[src/rtl/pixel_proc_pkg.sv]
// Shared constants for the pixel stream processor: image geometry defaults,
// mode encodings, FSM state type and the 3x3 Gaussian kernel.
package pixel_proc_pkg;

    localparam int DATA_W_DEF = 8;
    localparam int IMG_W_DEF  = 32;
    localparam int IMG_H_DEF  = 32;

    localparam logic [1:0] MODE_BYPASS = 2'b00;
    localparam logic [1:0] MODE_INVERT = 2'b01;
    localparam logic [1:0] MODE_CONV   = 2'b10;
    localparam logic [1:0] MODE_RSVD   = 2'b11;

    // Kernel weights sum to 16, so the normalising shift is 4.
    localparam int CONV_SHIFT = 4;

    typedef enum logic {
        ST_IDLE = 1'b0,
        ST_RUN  = 1'b1
    } state_t;

    // Weight of tap (3*row + col) in the kernel [1 2 1; 2 4 2; 1 2 1].
    function automatic logic [2:0] kernel_weight(input int tap);
        case (tap)
            4:          return 3'd4;
            1, 3, 5, 7: return 3'd2;
            default:    return 3'd1;
        endcase
    endfunction

endpackage

[src/rtl/conv3x3_window.sv]
// 3x3 sliding window over a raster stream: two line buffers, a two-column
// window register plus the live column, the border flag and the kernel sum.
// The window centre sits IMG_W+1 pixels behind the pixel being accepted.
module conv3x3_window
    import pixel_proc_pkg::*;
#(
    parameter int DATA_W = DATA_W_DEF,
    parameter int IMG_W  = IMG_W_DEF,
    parameter int IMG_H  = IMG_H_DEF,
    localparam int COL_W = $clog2(IMG_W),
    localparam int ROW_W = $clog2(IMG_H)
) (
    input  logic              clk,
    input  logic              advance,
    input  logic [DATA_W-1:0] pixel_in,
    input  logic [COL_W-1:0]  col,
    input  logic [ROW_W-1:0]  row,
    output logic [DATA_W-1:0] filtered,
    output logic [DATA_W-1:0] centre,
    output logic              is_border
);

    localparam int SUM_W = DATA_W + CONV_SHIFT;

    // line_a holds the previous row, line_b the row before that.
    logic [DATA_W-1:0] line_a [IMG_W];
    logic [DATA_W-1:0] line_b [IMG_W];

    // Columns top..bottom: win_l = col-2, win_m = col-1, win_n = live column.
    logic [DATA_W-1:0] win_l [3];
    logic [DATA_W-1:0] win_m [3];
    logic [DATA_W-1:0] win_n [3];

    logic [SUM_W-1:0] sum;

    // Live column assembled from both line buffers and the incoming pixel.
    always_comb begin
        win_n[0] = line_b[col];
        win_n[1] = line_a[col];
        win_n[2] = pixel_in;
    end

    // Shift the line buffers and the window only when a pixel is accepted.
    always_ff @(posedge clk) begin
        if (advance) begin
            line_b[col] <= line_a[col];
            line_a[col] <= pixel_in;
            for (int i = 0; i < 3; i++) begin
                win_l[i] <= win_m[i];
                win_m[i] <= win_n[i];
            end
        end
    end

    // Weighted kernel sum; weights are 1/2/4 so the multiplies reduce to shifts.
    always_comb begin
        sum = '0;
        for (int y = 0; y < 3; y++) begin
            sum = sum
                + SUM_W'(win_l[y]) * SUM_W'(kernel_weight(3 * y))
                + SUM_W'(win_m[y]) * SUM_W'(kernel_weight(3 * y + 1))
                + SUM_W'(win_n[y]) * SUM_W'(kernel_weight(3 * y + 2));
        end
    end

    assign filtered = DATA_W'(sum >> CONV_SHIFT);
    assign centre   = win_m[1];

    // Centre is (row-1, col-1) modulo the frame: input col 0/1 maps to centre
    // col IMG_W-1/0, input row 0/1 maps to centre row IMG_H-1/0.
    assign is_border = (col < COL_W'(2)) || (row < ROW_W'(2));

endmodule

[src/rtl/pixel_stream_proc.sv]
// Streaming pixel processor: bypass, invert or 3x3 Gaussian over a raster
// stream with valid/ready on both sides and one output register.
//
// state   | meaning
// --------+---------------------------------------------------------------
// ST_IDLE | stopped; counters, warm-up and VALID_OUT held clear
// ST_RUN  | processing with the mode latched on entry
module pixel_stream_proc
    import pixel_proc_pkg::*;
#(
    parameter int DATA_W = DATA_W_DEF,
    parameter int IMG_W  = IMG_W_DEF,
    parameter int IMG_H  = IMG_H_DEF
) (
    input  logic              clk,
    input  logic              resetn,
    input  logic [DATA_W-1:0] pixel_in,
    input  logic              VALID_IN,
    output logic              READY_OUT,
    output logic [DATA_W-1:0] pixel_out,
    output logic              VALID_OUT,
    input  logic              READY_IN,
    input  logic [1:0]        mode,
    input  logic              start
);

    localparam int COL_W  = $clog2(IMG_W);
    localparam int ROW_W  = $clog2(IMG_H);
    localparam int WARM_W = $clog2(IMG_W + 2);
    localparam logic [WARM_W-1:0] WARM_LEN = WARM_W'(IMG_W + 1);

    state_t            state;
    state_t            state_next;
    logic [1:0]        mode_q;
    logic [COL_W-1:0]  col;
    logic [ROW_W-1:0]  row;
    logic [WARM_W-1:0] warm_cnt;
    logic              warm_done;
    logic              in_xfer;
    logic              out_xfer;
    logic              produce;
    logic [DATA_W-1:0] conv_filtered;
    logic [DATA_W-1:0] conv_centre;
    logic              conv_border;
    logic [DATA_W-1:0] result;

    // State register.
    always_ff @(posedge clk) begin
        if (!resetn) state <= ST_IDLE;
        else         state <= state_next;
    end

    // Next state and input-side ready; mode 11 never accepts.
    always_comb begin
        state_next = state;
        READY_OUT  = 1'b0;
        case (state)
            ST_IDLE: begin
                if (start) state_next = ST_RUN;
            end
            ST_RUN: begin
                if (!start) state_next = ST_IDLE;
                READY_OUT = (mode_q != MODE_RSVD) && (!VALID_OUT || READY_IN);
            end
            default: state_next = ST_IDLE;
        endcase
    end

    assign in_xfer   = VALID_IN && READY_OUT;
    assign out_xfer  = VALID_OUT && READY_IN;
    assign warm_done = (warm_cnt == WARM_LEN);
    assign produce   = in_xfer && ((mode_q != MODE_CONV) || warm_done);

    // Mode is sampled only on the IDLE->RUN transition.
    always_ff @(posedge clk) begin
        if (!resetn)                      mode_q <= MODE_BYPASS;
        else if (state == ST_IDLE && start) mode_q <= mode;
    end

    // Raster position and warm-up tracking, cleared whenever stopped.
    always_ff @(posedge clk) begin
        if (!resetn || state_next == ST_IDLE) begin
            col      <= '0;
            row      <= '0;
            warm_cnt <= '0;
        end else if (in_xfer) begin
            if (col == COL_W'(IMG_W - 1)) begin
                col <= '0;
                row <= (row == ROW_W'(IMG_H - 1)) ? '0 : row + 1'b1;
            end else begin
                col <= col + 1'b1;
            end
            if (!warm_done) warm_cnt <= warm_cnt + 1'b1;
        end
    end

    conv3x3_window #(
        .DATA_W (DATA_W),
        .IMG_W  (IMG_W),
        .IMG_H  (IMG_H)
    ) u_window (
        .clk       (clk),
        .advance   (in_xfer),
        .pixel_in  (pixel_in),
        .col       (col),
        .row       (row),
        .filtered  (conv_filtered),
        .centre    (conv_centre),
        .is_border (conv_border)
    );

    // Select the processed value for the latched mode.
    always_comb begin
        result = pixel_in;
        case (mode_q)
            MODE_INVERT: result = ~pixel_in;
            MODE_CONV:   result = conv_border ? conv_centre : conv_filtered;
            default:     result = pixel_in;
        endcase
    end

    // Output register: a new result has priority over the drain of the old one.
    always_ff @(posedge clk) begin
        if (!resetn) begin
            VALID_OUT <= 1'b0;
            pixel_out <= '0;
        end else if (state_next == ST_IDLE) begin
            VALID_OUT <= 1'b0;
        end else if (produce) begin
            VALID_OUT <= 1'b1;
            pixel_out <= result;
        end else if (out_xfer) begin
            VALID_OUT <= 1'b0;
        end
    end

endmodule

[config.mk]
export PLATFORM = sky130hd
export DESIGN_NAME = pixel_stream_proc
export DESIGN_NICKNAME = d
export VERILOG_FILES = /design/src/rtl/pixel_proc_pkg.sv /design/src/rtl/conv3x3_window.sv /design/src/rtl/pixel_stream_proc.sv
export SDC_FILE = /design/constraint.sdc
export NUM_CORES = 1
export LEC_CHECK = 0
export BUFFER_PORTS_ARGS = -buffer_cell sky130_fd_sc_hd__buf_2
export CAP_MARGIN = 0
export CORE_MARGIN = 2
export CORE_UTILIZATION = 50
export DETAILED_ROUTE_END_ITERATION = 6
export PLACE_DENSITY_LB_ADDON = 0.12
export SLEW_MARGIN = 20
export SYNTH_ARGS = -nofsm -noshare
export SYNTH_HDL_FRONTEND = slang
export SYNTH_SLANG_ARGS = --single-unit
[constraint.sdc]
create_clock -name clk -period 5.9 [get_ports clk]
set_clock_uncertainty 0.15 [all_clocks]
set_input_delay 1.18 -clock clk [delete_from_list [all_inputs] [get_ports clk]]
set_output_delay 1.18 -clock clk [all_outputs]
set_load 0.02 [all_outputs]
# Yosys cells after proc, flatten, opt, wreduce, memory -nomap -nowiden
# Memories as Yosys holds them, arrays and structs flattened. A register that Yosys moved wholly into a read port is not among the register bits.
# Index checks and enable logic that the tools add are counted.
[classes]
addsub = 11
n_lt_le_gt_ge = 2
n_eq_ne = 7
muxes = 14
bitwise_logic = 4
n_reduce_logical = 16
[op_table]
columns = ["cell", "n"]
rows = [
  ["$add 12x8->12", 3],
  ["$add 12x9->12", 3],
  ["$mux 5", 6],
  ["$pmux 8 s2", 1],
  ["$add 12x10->12", 1],
  ["$add 5x1->5 const B", 2],
  ["$add 8x9->10", 1],
  ["$eq 5x5->1 const B", 2],
  ["$lt 5x2->1 const B", 2],
  ["$mux 8", 1],
  ["$not 8->8", 1],
  ["$reduce_and 2->1", 4],
  ["$add 6x1->6 const B", 1],
  ["$eq 6x6->1 const B", 1],
  ["$mux 1", 6],
  ["$logic_and 1x1->1", 5],
  ["$logic_or 1x1->1", 4],
  ["$ne 2x2->1 const B", 2],
  ["$not 1->1", 3],
  ["$eq 2x1->1 const B", 1],
  ["$eq 2x2->1 const B", 1],
  ["$logic_not 1->1", 2],
  ["$reduce_bool 2->1", 1],
]
[word_totals]
ff_bits = 28
ram_bits = 560
inputBits = 15
output_inout_bits = 10
word_cells = 65
mem_count = 4
[memory_table]
columns = ["name", "depth", "width", "read_ports", "rd_clocked_by_memory_dff", "write_ports", "line", "text"]
rows = [
  ["u_window.line_a", 32, 8, 1, 1, 1, "conv3x3_window.sv:26", "logic [DATA_W-1:0] line_a [IMG_W];"],
  ["u_window.line_b", 32, 8, 1, 1, 1, "conv3x3_window.sv:27", "logic [DATA_W-1:0] line_b [IMG_W];"],
  ["u_window.win_l", 3, 8, 3, 0, 3, "conv3x3_window.sv:30", "logic [DATA_W-1:0] win_l [3];"],
  ["u_window.win_m", 3, 8, 3, 0, 3, "conv3x3_window.sv:31", "logic [DATA_W-1:0] win_m [3];"],
]

# Depth between registers and ports, before layout
# An unclocked memory read counts as a cell.
[depth]
depth_word = 11
depth_mapped = 22
mapped_depth_nobuf = 22

# Hierarchy
# A second synthesis with hierarchy kept.
[unflattened]
hier_cells = 1270
hier_area_um2 = 24323.3
[by_module_without_submodules]
columns = ["module", "n_inst", "cells_each", "area_per_inst_um2", "seq_area_each_um2"]
rows = [
  ["conv3x3_window", 1, 1081, 22736.8, 16816.1],
  ["pixel_stream_proc", 1, 189, 1586.5, 560.5],
]

# Worst setup path before layout
# No wires, ideal clock.
[synth_path]
path_kind = "reg-to-reg"
start = "reg (tool-made name)"
end = "reg pixel_out[7]"
setup_ps = 58
t_arrival_ps = 5618
t_required_ps = 5692
path_slack_ps = 74
path_stages_with_launch = 19
path_buffers = 2
period_less_slack_ps = 5826
path_cell_list = "dfxtp_1 > buf_2 > buf_2 > mux4_2 > mux4_2 > mux2_2 > fa_1 > fa_1 > fa_1 > inv_1 > fa_1 > nor3_1 > fa_1 > nand3_1 > nand2_1 > a21oi_1 > mux2_2 > a211oi_1 > a31o_2"
[synth_rtl]
columns = ["element", "line", "text"]
rows = [
  ["end signal, assigned", "pixel_stream_proc.sv:131", "pixel_out <= result;"],
  ["end, declared", "pixel_stream_proc.sv:20", "output logic [DATA_W-1:0] pixel_out,"],
]

==> results.txt <==
Status: completed
Clk sinks: 593
Post-DP HPWL: 33900 um
Initial Util: 50.9%
Core Region: 0.0479 mm2
Most used cell, CP: fa_1
Yosys top cell by area: edfxtp_1
Tmin final: 5860 ps
DRT Pass-1 Iters: 5
Slew Limit Headroom: 36.9%
CTS Buf Count: 59
Top-count cell post-synth: edfxtp_1
Die width: 225 um
Via density: 5.94
Total Nets Final: 1436
R2R Setup Slk: 40 ps
Clk_lat worst skew: 630 ps
Cells on worst reg2reg path: 16
Syn Area/Cell: 20.3 um2
Critical path, cell by cell: clkbuf_16 -> buf_4 -> mux4_2 -> mux4_2 -> mux2_4 -> fa_1 -> fa_1 -> fa_1 -> fa_1 -> ha_4 -> nand4bb_1 -> o211ai_1 -> a31oi_1 -> mux2i_1 -> o41ai_2 -> a21oi_1
Worst EP arrival: 6220 ps
Placer Congestion: 0.813
Fin crit share: 99.3%
DRT iter0 DRCs: 1186
RSZ-0062 raised after global routing: true
Synth Instances: 1203
Fmax: 0.171 GHz
Count of input and output buffers: 24
Ys async rst share: 0%
Die Span Y: 225 um
Worst Path Required: 6260 ps
Max-cap violations: 0
I/O Pins: 25
Cell variety after synth: 53
Row Count: 80
Area delta synth->final: 16.2%
EDFF count, synth: 560
Layout cells sized above 1: 32.6%
Max incr delay on CP: 520 ps
Fin cells: 2005
Post-Syn Area: 0.0244 mm2
Reg2reg end: pixel_out[6]
Wire length per cell: 28.3 um
Leak: 9.18 nW
Worst hold-check path type: flip-flop to flip-flop
Number of synthesized register bits: 593
Hold WS: 302 ps
VDD IR-drop max: 267 uV
Vias: 11900
Global-route wire length before repair: 82400 um
Fillcell total: 3480
Cell family with most CP delay: adder cells
Initial antenna violation count: 2
Syn nets: 1297
Dpl cells: 1885
Crit path launch type: flip-flop
Power per cell area: 332 mW/mm2
Clock tree from TritonCTS: built
CP Class: flip-flop to flip-flop
Max clock buf depth: 3
End of the critical path: pixel_out[6]
Finish-stage setup viols: 0
Synth area leaders: edfxtp_1, mux4_2, fa_1, dfxtp_1, ha_1
Worst path depth: 16
Crit end category: flip-flop
Critical path peak fanout: 8
Post-synth top flop: edfxtp_1
Slowest-stage cell, CP: mux4_2
Vias in the first global route: 12200
Yosys top cell area share: 68.9%
Top cells by instance count after synthesis: edfxtp_1, mux4_2, inv_1, nor2_1, fa_1
Ys Warns: 0
Pin count of the biggest net entering global routing: 58
DRC violations left: 0
Sequential share of the synthesized area: 71.6%
Worst path bufs/invs: 2
Clock transition at the registers of the reported paths: 60 ps
Final ANT Viol Nets: 0
Area of the die: 0.0506 mm2
Total Routing Usage GR: 23.2%
Final wirelength: 56800 um
Global route total overflow: 0
Worst-Margin Slew: 946 ps
Root Buffer: clkbuf_16
CTS H-tree depth: 2
Fin. max-slew vios: 0
Final Hold Vio Count: 0
stage by stage:
stage | area, um2 | utilization, % | setup slack (ps) | total power [mW] | setup TNS [ps]
CTS | 28100 | 58.5 | -14.9 | 9.34 | -14.9
detailed placement | 26000 | 54.3 | -123 | 5.52 | -218
global route | 28400 | 59.2 | -112 | 9.74 | -429
finish | 28400 | 59.2 | 39.4 | 9.42 | 0
global placement | 26000 | 54.3 | -106 | 5.53 | -106
floorplan | 24400 | - | 73.8 | 5.22 | 0
state kept, by name, summed over array words and instances, names as in the netlist, named ones only:
signal / flops
pixel_out: 8
row: 5
u_window.line_b: 256
col: 5
u_window.line_a: 256
u_window.win_m: 24
state: 1
u_window.win_l: 24
mode_q: 2
warm_cnt: 6
VALID_OUT: 1
where the power goes:
group,switching (mW),total [mW],internal (mW)
clock,1.58,3.81,2.23
sequential,0.0102,4.62,4.61
combinational,0.501,0.991,0.490
cell type report:
class,instances,area (um2),area share [%]
well taps,615,769,2.71
diodes,1,2.50,0.00882
flip-flops and latches,593,17500,61.6
clock inverters,37,398,1.40
clock buffers,71,1560,5.50
repair buffers,125,1170,4.13
multi-input cells,490,6710,23.7
inverters,73,274,0.966
placed cells by master, fill, tap and decap left out, types with 6 or more instances in the layout:
cell type and instances:
clkinv_1 9, clkinv_2 18, xnor2_1 7, nand3_1 10, nand2_1 30, nor2_1 24, buf_2 24, dfxtp_1 29
inv_1 69, mux4_2 160, edfxtp_1 560, ha_1 27, mux2i_1 7, bufinv_16 8, nor2_2 28, clkbuf_16 62
fa_2 6, buf_4 76, a21oi_1 22, o21ai_0 16, fa_1 42, buf_12 14, clkbuf_1 8
worst min-delay path by stage:
| stage | end | slack, ps | depth (start not counted) | start |
|---|---|---|---|---|
| after floorplan | u_window.win_l[0][17] | 280 | 0 | u_window.win_m[0][17] |
| after global placement | u_window.win_l[0][16] | 290 | 0 | u_window.win_m[0][16] |
| after detailed placement | u_window.win_l[0][16] | 290 | 0 | u_window.win_m[0][16] |
| after CTS | u_window.win_l[0][16] | 300 | 0 | u_window.win_m[0][16] |
| after global routing | u_window.win_l[0][23] | 310 | 0 | u_window.win_m[0][23] |
| final | u_window.win_l[0][23] | 300 | 0 | u_window.win_m[0][23] |
logic make-up after synthesis:
logic type      count (synthesis)  share of synthesized area, %
xor+xnor                       12                         0.431
buf+inv                       120                          2.02
mux                           181                          15.7
fa+ha+maj                      79                          5.53
simple gates                  141                          2.80
compound gates                 77                          1.95
flops                         593                          71.6
what timing repair did:
action,in CTS,in global routing
endpoints found under the setup margin,4,8
setup buffers,2,5
cloned,1,3
resized for setup,7,41
pin swaps,2,5
hold buffers,0,0
metal layers:
layer | track usage (%) | wire length (um) | up-vias
met5 | 0 | 0 | -
met4 | 6.84 | 1420 | 0
li1 | - | - | 5111
met3 | 3.62 | 3690 | 90
met1 | 33.3 | 24000 | 6343
met2 | 37.4 | 27600 | 358
worst register-to-register path, cell delays in order, from the launching register on:
cell       delay (ps)
dfxtp_4           490
clkbuf_16         230
buf_4             140
mux4_2            510
mux4_2            520
mux2_4            330
fa_1              520
fa_1              430
fa_1              480
fa_1              520
ha_4              310
nand4bb_1         140
o211ai_1          270
a31oi_1           140
mux2i_1           150
o41ai_2           310
a21oi_1            90
Power figures use the tool's default switching activity.
